===== config.mk =====
export PLATFORM = sky130hd
export DESIGN_NAME = stdy_guide
export DESIGN_NICKNAME = d
export VERILOG_FILES = /design/src/rtl/stdy_guide.sv
export SDC_FILE = /design/constraint.sdc
export NUM_CORES = 1
export LEC_CHECK = 0
export BUFFER_PORTS_ARGS = -buffer_cell sky130_fd_sc_hd__clkbuf_2
export CORE_MARGIN = 5
export CORE_UTILIZATION = 50
export CTS_CLUSTER_DIAMETER = 80
export CTS_CLUSTER_SIZE = 8
export DETAILED_ROUTE_END_ITERATION = 10
export PLACE_DENSITY_LB_ADDON = 0.15
export SLEW_MARGIN = 20
export SYNTH_ARGS = -nofsm -noshare
export SYNTH_HDL_FRONTEND = slang
export SYNTH_SLANG_ARGS = --single-unit

===== constraint.sdc =====
create_clock -name clk -period 3.75 [get_ports clk]
set_input_delay 0.75 -clock clk [delete_from_list [all_inputs] [get_ports clk]]
set_output_delay 0.75 -clock clk [all_outputs]
set_load 0.02 [all_outputs]

===== src/rtl/stdy_guide.sv =====
// stdy_guide: study-mode song controller.
// Shows the goal note, judges key presses, scores hits and misses.
module stdy_guide #(
  parameter int NOTE_KEYS   = 7,
  parameter int LENGTH_KEYS = 4,
  parameter int OCT_BITS    = 3,
  parameter int STEP_BITS   = 8,
  parameter int SCORE_BITS  = 8,
  parameter int TIMEOUT_CYC = 50_000_000,
  parameter int MAX_RETRY   = 3,
  localparam int NW = $clog2(NOTE_KEYS+1),
  localparam int LW = $clog2(LENGTH_KEYS+1)
) (
  input  logic                   clk,
  input  logic                   rst,
  input  logic                   en,
  input  logic                   start,
  input  logic                   mode,
  input  logic [NOTE_KEYS-1:0]   note_key,
  input  logic [LENGTH_KEYS-1:0] length_key,
  input  logic [OCT_BITS-1:0]    octave,
  input  logic [STEP_BITS-1:0]   track_last,
  input  logic [NW-1:0]          goal_note,
  input  logic [LW-1:0]          goal_length,
  input  logic [OCT_BITS-1:0]    goal_octave,
  output logic [STEP_BITS-1:0]   step,
  output logic [NOTE_KEYS-1:0]   note_led,
  output logic [LENGTH_KEYS-1:0] length_led,
  output logic                   play_req,
  input  logic                   play_done,
  output logic                   result_ok,
  output logic                   result_bad,
  output logic [SCORE_BITS-1:0]  hit_cnt,
  output logic [SCORE_BITS-1:0]  miss_cnt,
  output logic                   busy,
  output logic                   done
);

  localparam int TW = $clog2(TIMEOUT_CYC+1);
  localparam int RW = $clog2(MAX_RETRY+1);

  typedef enum logic [3:0] {
    S_IDLE, S_FETCH, S_WAIT, S_PLAY, S_JMISS,
    S_REL, S_ADVCHK, S_ADV, S_DONE
  } state_t;

  state_t state, nxt;

  logic [RW-1:0]       retry_q, retry_d;
  logic [TW-1:0]       timer_q, timer_d;
  logic [NW-1:0]       gn_q, gn_d;
  logic [LW-1:0]       gl_q, gl_d;
  logic [OCT_BITS-1:0] go_q, go_d;
  logic                ok_q, ok_d;
  logic                any_q;

  logic [STEP_BITS-1:0]   step_d;
  logic [SCORE_BITS-1:0]  hit_d, miss_d;
  logic [NOTE_KEYS-1:0]   nled_d;
  logic [LENGTH_KEYS-1:0] lled_d;
  logic req_d, rok_d, rbad_d, show;

  function automatic logic [NOTE_KEYS-1:0] oh_note(
    input logic [NW-1:0] g
  );
    oh_note = '0;
    for (int i = 0; i < NOTE_KEYS; i++)
      oh_note[i] = (g == NW'(i+1));
  endfunction

  function automatic logic [LENGTH_KEYS-1:0] oh_len(
    input logic [LW-1:0] g
  );
    oh_len = '0;
    for (int i = 0; i < LENGTH_KEYS; i++)
      oh_len[i] = (g == LW'(i+1));
  endfunction

  function automatic logic [SCORE_BITS-1:0] sat(
    input logic [SCORE_BITS-1:0] c
  );
    sat = (&c) ? c : c + SCORE_BITS'(1);
  endfunction

  logic any_key, key_edge, correct;

  assign any_key  = (|note_key) | (|length_key);
  assign key_edge = any_key & ~any_q;
  assign correct  = (note_key == oh_note(gn_q))
                 && (length_key == oh_len(gl_q))
                 && (octave == go_q);

  always_comb begin
    nxt     = state;
    step_d  = step;
    hit_d   = hit_cnt;
    miss_d  = miss_cnt;
    retry_d = retry_q;
    timer_d = '0;
    gn_d    = gn_q;
    gl_d    = gl_q;
    go_d    = go_q;
    ok_d    = ok_q;
    req_d   = 1'b0;
    rok_d   = 1'b0;
    rbad_d  = 1'b0;
    case (state)
      S_IDLE: if (start) begin
        nxt     = S_FETCH;
        step_d  = '0;
        hit_d   = '0;
        miss_d  = '0;
        retry_d = '0;
      end
      S_FETCH: begin
        gn_d = goal_note;
        gl_d = goal_length;
        go_d = goal_octave;
        nxt  = (goal_note == '0) ? S_ADV : S_WAIT;
      end
      S_WAIT: begin
        timer_d = timer_q + TW'(1);
        if (key_edge) begin
          nxt     = S_PLAY;
          timer_d = '0;
          req_d   = 1'b1;
          ok_d    = correct;
          if (correct) begin
            rok_d = 1'b1;
            hit_d = sat(hit_cnt);
          end else begin
            rbad_d = 1'b1;
            miss_d = sat(miss_cnt);
          end
        end else if (timer_q == TW'(TIMEOUT_CYC-1)) begin
          nxt     = S_JMISS;
          timer_d = '0;
          ok_d    = 1'b0;
          rbad_d  = 1'b1;
          miss_d  = sat(miss_cnt);
        end
      end
      S_PLAY:  if (play_done) nxt = S_REL;
      S_JMISS: nxt = S_ADVCHK;
      S_REL:   if (!any_key) nxt = S_ADVCHK;
      S_ADVCHK: begin
        if (!mode || ok_q || retry_q == RW'(MAX_RETRY-1)) begin
          nxt     = S_ADV;
          retry_d = '0;
        end else begin
          nxt     = S_WAIT;
          retry_d = retry_q + RW'(1);
        end
      end
      S_ADV: begin
        if (step == track_last) begin
          nxt = S_DONE;
        end else begin
          nxt    = S_FETCH;
          step_d = step + STEP_BITS'(1);
        end
      end
      S_DONE:  if (start) nxt = S_IDLE;
      default: nxt = S_IDLE;
    endcase
    // a dropped session parks in IDLE with scores held
    if (!en) begin
      nxt     = S_IDLE;
      step_d  = step;
      hit_d   = hit_cnt;
      miss_d  = miss_cnt;
      retry_d = retry_q;
      timer_d = '0;
      req_d   = 1'b0;
      rok_d   = 1'b0;
      rbad_d  = 1'b0;
    end
    show   = (nxt == S_WAIT) || (nxt == S_PLAY)
          || (nxt == S_REL);
    nled_d = show ? oh_note(gn_d) : '0;
    lled_d = show ? oh_len(gl_d) : '0;
  end

  always_ff @(posedge clk or posedge rst) begin
    if (rst) begin
      state      <= S_IDLE;
      step       <= '0;
      hit_cnt    <= '0;
      miss_cnt   <= '0;
      retry_q    <= '0;
      timer_q    <= '0;
      gn_q       <= '0;
      gl_q       <= '0;
      go_q       <= '0;
      ok_q       <= 1'b0;
      any_q      <= 1'b0;
      note_led   <= '0;
      length_led <= '0;
      play_req   <= 1'b0;
      result_ok  <= 1'b0;
      result_bad <= 1'b0;
      busy       <= 1'b0;
      done       <= 1'b0;
    end else begin
      state      <= nxt;
      step       <= step_d;
      hit_cnt    <= hit_d;
      miss_cnt   <= miss_d;
      retry_q    <= retry_d;
      timer_q    <= timer_d;
      gn_q       <= gn_d;
      gl_q       <= gl_d;
      go_q       <= go_d;
      ok_q       <= ok_d;
      any_q      <= any_key;
      note_led   <= nled_d;
      length_led <= lled_d;
      play_req   <= req_d;
      result_ok  <= rok_d;
      result_bad <= rbad_d;
      busy       <= (nxt != S_IDLE) && (nxt != S_DONE);
      done       <= (nxt == S_DONE);
    end
  end

endmodule

==> impl_metrics.json, run 1 <==
{
  "status": "finished clean",
  "die_y_um": 106,
  "die_area_sq_um": 11300,
  "rrSetupSlack_ns": 1.10,
  "htreeDepth": 3,
  "drv_slew": 0,
  "worst_slew_pin_slew_ns": 0.914,
  "seq_area_frac_synth_pct": 44.9,
  "cp-end-kind": "register",
  "setup_tns_ns": 0,
  "clk_latency_ns": 0.35,
  "p_leak_nw": 2.33,
  "power_mw": 2.35,
  "final-setup-viol-count": 0,
  "worst_clock_skew_ns": 0.0103,
  "yosysTopAreaCellShare_pct": 44.9,
  "critical_path_peak_fanout": 11,
  "clk_pin_slew_ns": 0.09,
  "yosysUniqueCellTypes": 66,
  "power.density_nw_per_um2": 435,
  "dp.final_hpwl_mm": 8.11,
  "ys_warn_count": 0,
  "hold_buffers": 0,
  "portBuffers": 76,
  "syn_area_sq_um": 4630,
  "gr-usage-all-layers_pct": 20.0,
  "cts_buffer_depth": 2,
  "cap_violations": 0,
  "die_w_um": 106,
  "cts_buffers": 9,
  "clockRootBuffer": "clkbuf_8",
  "syn_nets": 535,
  "min_delay_worst_endpoint": "timer_q[0]",
  "wl_per_cell_um": 15.9,
  "cts_tree": "done",
  "fin_crit_sh_pct": 72.0,
  "timing.slew.headroom_pct": 39.0,
  "utilization_pct": 58.9,
  "avgSynthCellArea_sq_um": 9.39,
  "fp-row-count": 35,
  "clock.fmax_ghz": 0.370,
  "min-delay-start": "timer_q[0]",
  "cts_sinks": 83,
  "ys_top_cells_by_count": "83 x dfrtp_1, 64 x nor2_1, 45 x nand2_1, 22 x xor2_1",
  "worst_ep_arrival_time_ns": 2.99,
  "nNetsFinal": 615,
  "antenna_found_initial": 0,
  "grt_max_degree": 54,
  "yosys.area.top_type": "dfrtp_1",
  "synth_flop_cell": "dfrtp_1",
  "r2r_end": "length_led[2]",
  "synth_edf_count": 0,
  "routabilityCongestion": 0.848,
  "async_reset_ff_share_pct": 100,
  "cts_resized": 0,
  "rsz0062_at_grt": "false",
  "ant_nets": 0,
  "n_antenna_cell": 0,
  "drive_gt1_share_pct": 20.6,
  "grt_pass1_wl_mm": 18.6,
  "coreArea_sq_um": 9150,
  "hold_violations": 0,
  "vias_per_cell": 5.72,
  "fin_crit_ns": 2.70,
  "r2r_cells": 8,
  "drc": 0,
  "min_path_type": "reg -> reg",
  "drtIter0Drc": 167,
  "ys_ff_latch": 83,
  "routed_wl_mm": 10.9,
  "peakVddDrop_uv": 227,
  "design_area_sq_um": 5390,
  "area.growth.synth_to_final_pct": 16.5,
  "fill_cells": 821,
  "start_util_pct": 50.6,
  "grt_pass1_vias": 3826,
  "start_kind": "primary input",
  "synthCells": 493,
  "ios": 77,
  "overflow": 0,
  "dr_total_vias": 3942,
  "ys_top_cells_by_area": "dfrtp_1 45%, nor2_1 5.2%, xor2_1 4.2%",
  "required_ns": 4.04,
  "postPlaceCellArea_sq_um": 5150,
  "cts_post_setup_buffers_inserted": 0,
  "yosysMostFrequentCell": "dfrtp_1",
  "min_path_cells": 1,
  "drt_pass1_iterations": 4,
  "reg2reg_from": "retry_q[0]",
  "crit_type": "in -> reg"
}
-- metal layers --
layer  vias to the layer above  wire length (um)  track usage (%)
met5                         -                 0                0
met4                         0                47             6.01
met3                         4               472             2.73
met2                        90              5240             32.0
met1                      1877              5170             28.4
li1                       1971                 -                -
-- registers in the layout, summed over array words and instances (netlist names), 4 cells and up --
register	cells
length_led	4
hit_cnt	8
step	8
timer_q	26
note_led	7
miss_cnt	8
state	4
-- critical path: stages --
cell      delay, ns
clkbuf_2       0.11
nor4_1         0.50
and3_1         0.27
inv_1          0.08
o22ai_1        0.20
o21ba_2        0.19
nor2b_1        0.64
a2bb2o_1       0.25
-- per-stage QoR --
stage / hold slack [ns] / setup WS (ns) / cells
floorplan: 0.451 / 0.863 / 493
global placement: 0.472 / 0.841 / 673
detailed placement: 0.485 / 0.733 / 673
CTS: 0.500 / 1.11 / 689
global route: 0.521 / 0.860 / 689
finish: 0.499 / 1.05 / 689
-- cell type report --
class	count	area [sq um]	area share [%]
timing repair buffer	84	440	8.17
inverter	10	38.8	0.719
sequential	83	2080	38.5
clock inverter	6	113	2.09
clock buffer	10	128	2.37
tap	111	139	2.57
multi-input combinational	385	2460	45.6
-- logic make-up after synthesis --
logic type / Yosys count / share of synthesized area, %
buffers and inverters: 25 / 2.24
and+or+nand+nor: 241 / 27.6
xor gates and xnor gates: 39 / 7.38
DFF: 83 / 44.9
adders and majority gates: 5 / 1.35
muxes: 12 / 2.78
AOI/OAI and AO/OA: 88 / 13.8
-- worst max-delay path by stage --
stage / slack (ns) / end / start
after floorplan: 0.86 / any_q / rst
after global placement: 0.84 / length_led[2] / note_key[2]
after detailed placement: 0.73 / length_led[2] / note_key[1]
after CTS: 1.11 / length_led[2] / note_key[1]
after global routing: 0.86 / length_led[2] / note_key[1]
final: 1.05 / length_led[2] / note_key[2]
-- placed cells by master, fill, tap and decap left out, types with 6 or more instances in the layout --
cell,instances
dfrtp_1,83
clkbuf_2,76
nor2_1,64
nand2_1,45
xor2_1,22
nand4_1,18
nand3_1,18
a21oi_1,17
xnor2_1,17
o21ai_0,16
nor2b_1,13
o31ai_1,12
and3_1,12
nor3_1,11
o2bb2ai_1,10
inv_1,9
clkbuf_8,9
or4_1,8
buf_4,8
or3_1,7
mux2_2,7
nand2b_1,6
-- where the power goes --
group / leakage, nW / switching [mW] / internal (mW)
combinational: 1.08 / 0.302 / 0.213
clock: 0.121 / 0.329 / 0.445
sequential: 1.13 / 0.0962 / 0.963
Power figures use the tool's default switching activity.
==> run 2, diff against run 1 <==
--- a/config.mk
+++ b/config.mk
@@ -5,6 +5,7 @@
 export SDC_FILE = /design/constraint.sdc
 export NUM_CORES = 1
 export LEC_CHECK = 0
+export ABC_AREA = 1
 export BUFFER_PORTS_ARGS = -buffer_cell sky130_fd_sc_hd__clkbuf_2
 export CORE_MARGIN = 5
 export CORE_UTILIZATION = 50
==> constraint.sdc (replaced) <==
create_clock -name clk -period 2.8 [get_ports clk]
set_input_delay 0.56 -clock clk [delete_from_list [all_inputs] [get_ports clk]]
set_output_delay 0.56 -clock clk [all_outputs]
set_load 0.02 [all_outputs]
==> run 2 against run 1 <==
Critical path depth stayed put. Setup slack got worse by 0.34 ns. Combinational power up 73%. Synthesized cell count rose by 35%. Power is 35% higher. Wire length increased by 1.9%. Global-route usage grew 0.059 points. First-iteration DRC count grew 28%. Clock skew rose by 0.0056 ns. Utilization is 0.25 points lower. Sequential cell count did not move. Critical path type is now reg -> reg. Highest routed layer unchanged.
==> impl_metrics.json, run 2 <==
{
  "status": "finished clean",
  "synth_xor_area_share_pct": 5.80,
  "die_y_um": 110,
  "routed_wl_mm": 11.1,
  "min_path_type": "in -> async",
  "final-setup-viol-count": 0,
  "fin_crit_sh_pct": 74.7,
  "n_antenna_cell": 0,
  "largest_register": "timer_q",
  "dr_total_vias": 4422,
  "p_seq_share_pct": 44.0,
  "synthAdderAreaFrac_pct": 1.26,
  "power.density_nw_per_um2": 555,
  "clockRootBuffer": "clkbuf_8",
  "p_leak_nw": 2.78,
  "worst_slew_pin_slew_ns": 0.578,
  "crit_top_cell": "nand3_1",
  "reg2reg_from": "timer_q[0]",
  "critPathLaunch": "timer_q[0]",
  "final_cell_mix": "173 x nand2_1, 90 x nor2_1, 83 x dfrtp_1, 76 x clkbuf_2, 72 x inv_1",
  "start_kind": "register",
  "drive_gt1_share_pct": 21.3,
  "peakVddDrop_uv": 348,
  "cap_violations": 0,
  "worst_ep_arrival_time_ns": 2.34,
  "area.growth.synth_to_final_pct": 14.6,
  "yosys.area.top_type": "dfrtp_1",
  "fp-row-count": 36,
  "synth_simple_gate_area_share_pct": 38.0,
  "coreArea_sq_um": 9730,
  "nNetsFinal": 788,
  "cts_buffer_depth": 2,
  "swShare_pct": 37.0,
  "ant_nets": 0,
  "seq_area_frac_synth_pct": 41.7,
  "layout.cells.non_filler": 884,
  "rsz0062_at_grt": "false",
  "rrSetupSlack_ns": 0.71,
  "ys_top_cells_by_count": "173 x nand2_1, 90 x nor2_1, 83 x dfrtp_1, 73 x inv_1, 55 x nand3_1",
  "hold_ws_ns": 0.186,
  "cp-end-kind": "register",
  "ys_ff_latch": 83,
  "portBuffers": 76,
  "grt_pass1_wl_mm": 19.2,
  "synth_flop_cell": "dfrtp_1",
  "synth_edf_count": 0,
  "cts_post_setup_buffers_inserted": 0,
  "grt_max_degree": 58,
  "clock.fmax_ghz": 0.478,
  "synth_top_family_by_area": "simple AND/OR/NAND/NOR gates",
  "synth_compound_area_share_pct": 5.88,
  "syn_nets": 706,
  "path_depth": 8,
  "yosysUniqueCellTypes": 40,
  "wl_per_cell_um": 12.6,
  "p_clk_share_pct": 27.8,
  "avgSynthCellArea_sq_um": 7.50,
  "crit_path_top_delay_cell": "nor4_2",
  "grt_pass1_vias": 4384,
  "syn_area_sq_um": 4980,
  "cts_resized": 0,
  "ys_top_cells_by_area": "dfrtp_1 42%, nand2_1 13%, nor2_1 6.8%",
  "drv_slew": 0,
  "fin_crit_ns": 2.09,
  "critical_path_peak_fanout": 6,
  "start_util_pct": 51.2,
  "crit_end": "timer_q[24]",
  "ios": 77,
  "hold_violations": 0,
  "dp.cells": 868,
  "p_comb_share_pct": 28.2,
  "crit_type": "reg -> reg",
  "largest_reg_flops": 26,
  "antenna_found_initial": 0,
  "dp.final_hpwl_mm": 8.65,
  "r2r_cells": 8,
  "required_ns": 3.05,
  "timing.slew.headroom_pct": 61.1,
  "drt_pass1_iterations": 5,
  "async_reset_ff_share_pct": 100,
  "routabilityCongestion": 0.906,
  "setup_tns_ns": 0,
  "fill_cells": 923,
  "switching_power_mw": 1.17,
  "critPathTopFamily": "simple AND/OR/NAND/NOR gates",
  "max_stage_delay_ns": 0.46,
  "r2r_end": "timer_q[24]",
  "synthCells": 664,
  "muxShareOfSynthArea_pct": 0,
  "drtIter0Drc": 213,
  "overflow": 0,
  "cts_sinks": 83,
  "drc": 0,
  "cts_tree": "done",
  "crit_chain": "ha_1 -> nand3_1 -> nor2_1 -> nand2_1 -> nor4_2 -> nand3_1 -> o21ai_0 -> a21oi_1",
  "yosysTopAreaCellShare_pct": 41.7,
  "cp_num_buf_inv": 0,
  "hold_buffers": 0,
  "worst_clock_skew_ns": 0.0159,
  "clk_latency_ns": 0.36,
  "mostFrequentLayoutCell": "nand2_1",
  "yosysMostFrequentCell": "nand2_1",
  "cts_buffers": 9,
  "htreeDepth": 3,
  "vias_per_cell": 5.00,
  "gr-usage-all-layers_pct": 20.1,
  "die_w_um": 110,
  "ys_warn_count": 0,
  "die_area_sq_um": 12100,
  "clk_pin_slew_ns": 0.10,
  "internal_power_mw": 2.00
}
## run 2: logic make-up (layout without fill, tap and decap cells)
logic type | Yosys count | in the layout
flip-flops | 83 | 83
AO/OA/AOI/OAI | 50 | 50
XOR/XNOR | 33 | 33
buffers and inverters | 92 | 179
adder cells (fa/ha/maj) | 5 | 5
AND/OR/NAND/NOR | 401 | 401
## run 2: worst min path at each step
| stage | start | endpoint | cells past startpoint |
|---|---|---|---|
| floorplan | timer_q[0] | timer_q[0] | 1 |
| global placement | timer_q[0] | timer_q[0] | 1 |
| detailed placement | timer_q[0] | timer_q[0] | 1 |
| CTS | rst | miss_cnt[4] | 2 |
| global route | rst | miss_cnt[4] | 2 |
| finish | rst | miss_cnt[4] | 2 |
## run 2: power by group through the flow
stage | combinational (mW) | sequential, mW | clock (mW)
after floorplan | 0.658 | 1.43 | 0
after global placement | 0.895 | 1.42 | 0
after detailed placement | 0.899 | 1.41 | 0
after CTS | 0.903 | 1.39 | 0.918
after global routing | 1.02 | 1.41 | 0.970
final | 0.893 | 1.39 | 0.880
## run 2: per-stage QoR
stage          worst slack [ns]  util [%]  power, mW  cell area [sq um]
3_3_place_gp              0.717      56.6       2.31               5510
3_5_place_dp              0.633      56.6       2.31               5510
5_1_grt                   0.475      58.7       3.40               5710
4_1_cts                   0.706      58.7       3.21               5710
2_1_floorplan             0.103         -       2.09               4980
6_report                  0.709      58.7       3.17               5710
## run 2: layer usage
layer / track usage [%] / vias up / routed length, um
met5: 0 / - / 0
met4: 7.66 / 0 / 203
met3: 5.40 / 20 / 567
met2: 32.9 / 101 / 5310
met1: 25.3 / 2012 / 5060
li1: - / 2289 / -
## run 2: layout make-up
class                           instances  area (sq um)  share of cell area (%)
Sequential cell                        83          2080                    36.4
Inverter                               86           329                    5.76
Timing Repair Buffer                   77           400                    7.01
Clock inverter                          7          77.6                    1.36
Clock buffer                            9           124                    2.17
Multi-Input combinational cell        489          2530                    44.4
Tap cell                              133           166                    2.91
==> run 3, diff against run 2 <==
--- a/config.mk
+++ b/config.mk
@@ -5,7 +5,7 @@
 export SDC_FILE = /design/constraint.sdc
 export NUM_CORES = 1
 export LEC_CHECK = 0
-export ABC_AREA = 1
+export ABC_AREA = 0
 export BUFFER_PORTS_ARGS = -buffer_cell sky130_fd_sc_hd__clkbuf_2
 export CORE_MARGIN = 5
 export CORE_UTILIZATION = 50
==> constraint.sdc (replaced) <==
create_clock -name clk -period 1.7 [get_ports clk]
set_input_delay 0.34 -clock clk [delete_from_list [all_inputs] [get_ports clk]]
set_output_delay 0.34 -clock clk [all_outputs]
set_load 0.02 [all_outputs]
==> run 3 against run 2 <==
The run now ends with setup timing left. Cell count is 3.3% lower. Power is 95% higher. Critical path depth is 1 lower. Register-to-register slack worse by 1.2 ns. Worst hold slack worse by 0.11 ns. Count of clock-buffer cells in the layout is 4 higher. Largest cell class unchanged. Die area is 6.4% lower. Via count is 11% higher. Final area is 32% higher.
==> impl_metrics.json, run 3 (synthesis gave the netlist of run 1 again) <==
{
  "dp.final_hpwl_mm": 9.33,
  "fp-row-count": 35,
  "wl_per_cell_um": 18.0,
  "min_path_type": "in -> async",
  "dr_total_vias": 4888,
  "multi_input_area_sq_um": 3220,
  "drtIter0Drc": 247,
  "final_cell_mix": "148 x buf_4, 76 x clkbuf_2, 74 x dfrtp_1, 40 x nand2_1, 35 x nor2_1",
  "peakVddDrop_uv": 921,
  "ios": 77,
  "final-setup-viol-count": 58,
  "rrSetupSlack_ns": -0.45,
  "fill_cells": 511,
  "drive_gt1_share_pct": 55.4,
  "hold_buffers": 0,
  "clock.fmax_ghz": 0.466,
  "postPlaceCellArea_sq_um": 6380,
  "crit_type": "reg -> reg",
  "ant_nets": 0,
  "violations": "setup timing",
  "antenna_found_initial": 0,
  "design_area_sq_um": 7560,
  "portBuffers": 76,
  "cts_buffer_depth": 2,
  "r2r_end": "hit_cnt[7]",
  "largest_reg_flops": 26,
  "rsz0062_at_grt": "true",
  "cp-end-kind": "register",
  "drt_pass1_iterations": 6,
  "r2r_cells": 7,
  "hold_violations": 0,
  "die_y_um": 106,
  "grt_pass1_vias": 4937,
  "timing.slew.headroom_pct": 66.5,
  "fin_crit_sh_pct": 126,
  "clk_pin_slew_ns": 0.08,
  "critical_path_peak_fanout": 7,
  "worst_ep_arrival_time_ns": 2.38,
  "worst_clock_skew_ns": 0.0120,
  "die_w_um": 106,
  "drv_slew": 0,
  "required_ns": 1.94,
  "critPathLaunch": "gn_q[0]",
  "status": "finished with violations",
  "cts_tree": "done",
  "clk_latency_ns": 0.36,
  "htreeDepth": 3,
  "fin_crit_ns": 2.15,
  "overflow": 0,
  "grt_pass1_wl_mm": 22.7,
  "gr-usage-all-layers_pct": 24.9,
  "area.growth.synth_to_final_pct": 63.3,
  "regArea_sq_um": 2090,
  "clockRootBuffer": "clkbuf_8",
  "routabilityCongestion": 0.929,
  "utilization_pct": 82.6,
  "routed_wl_mm": 15.4,
  "cts_sinks": 83,
  "nNetsFinal": 781,
  "coreArea_sq_um": 9150,
  "start_kind": "register",
  "grt_max_degree": 84,
  "power.density_nw_per_um2": 819,
  "cap_violations": 0,
  "worst_slew_pin_slew_ns": 0.498,
  "setup_ws_ns": -0.445,
  "reg2reg_from": "gn_q[0]",
  "vias_per_cell": 5.72,
  "n_antenna_cell": 0,
  "p_leak_nw": 3.33,
  "largest_register": "timer_q",
  "drc": 0,
  "mostFrequentLayoutCell": "buf_4",
  "cts_buffers": 9,
  "die_area_sq_um": 11300,
  "start_util_pct": 50.6
}
run 3: worst max-delay path by stage:
| stage | end | slack [ns] |
|---|---|---|
| after global placement | hit_cnt[2] | -0.57 |
| after detailed placement | hit_cnt[3] | -0.74 |
| after CTS | hit_cnt[4] | -0.47 |
| final | hit_cnt[7] | -0.45 |
| after global routing | miss_cnt[6] | -0.54 |
| after floorplan | hit_cnt[4] | -0.33 |
run 3: timing repair:
action / CTS / global route
pin swaps: 31 / 40
setup buffers: 14 / 12
endpoints found under the setup margin: 68 / 71
hold endpoints to repair: 0 / 0
resized for setup: 70 / 98
cloned: 2 / 2
run 3: metrics by stage:
stage | worst slack [ns] | hold slack [ns] | power [mW] | std cells | TNS [ns]
floorplan | -0.334 | 0.451 | 3.24 | 493 | -6.16
global placement | -0.568 | 0.490 | 3.92 | 814 | -21.45
detailed placement | -0.739 | 0.495 | 3.98 | 814 | -30.03
CTS | -0.470 | 0.108 | 5.91 | 845 | -11.70
global route | -0.544 | 0.126 | 6.49 | 855 | -17.16
finish | -0.445 | 0.0770 | 6.19 | 855 | -12.80
run 3: cell type report:
cell class / instances / share of cell area [%]
clock inverter: 3 / 0.894
multi-input combinational: 386 / 42.6
clock buffer: 13 / 2.37
tap: 111 / 1.84
inverter: 10 / 0.546
timing repair buffer: 249 / 24.2
sequential: 83 / 27.6
run 3: per-layer routing:
metal,global-route usage [%],vias to the layer above,wire length (um)
met3,3.70,33,530
met5,0,-,0
met4,8.88,0,354
li1,-,2295,-
met1,30.1,2430,6070
met2,45.0,130,8450
run 3: critical path, cell delays in order, from the launching register on:
cell	delay (ns)
dfrtp_2	0.44
nand3b_1	0.19
or3b_4	0.40
a31oi_4	0.25
o21ai_4	0.13
buf_4	0.18
o31ai_1	0.34
a21oi_2	0.10
run 3: report_power, final:
group	total (mW)	internal (mW)	leakage, nW	switching, mW
registers	2.26	2.13	1.12	0.134
logic	2.21	1.08	2.10	1.13
clock network	1.71	0.989	0.122	0.726
total	6.19	4.20	3.33	1.99
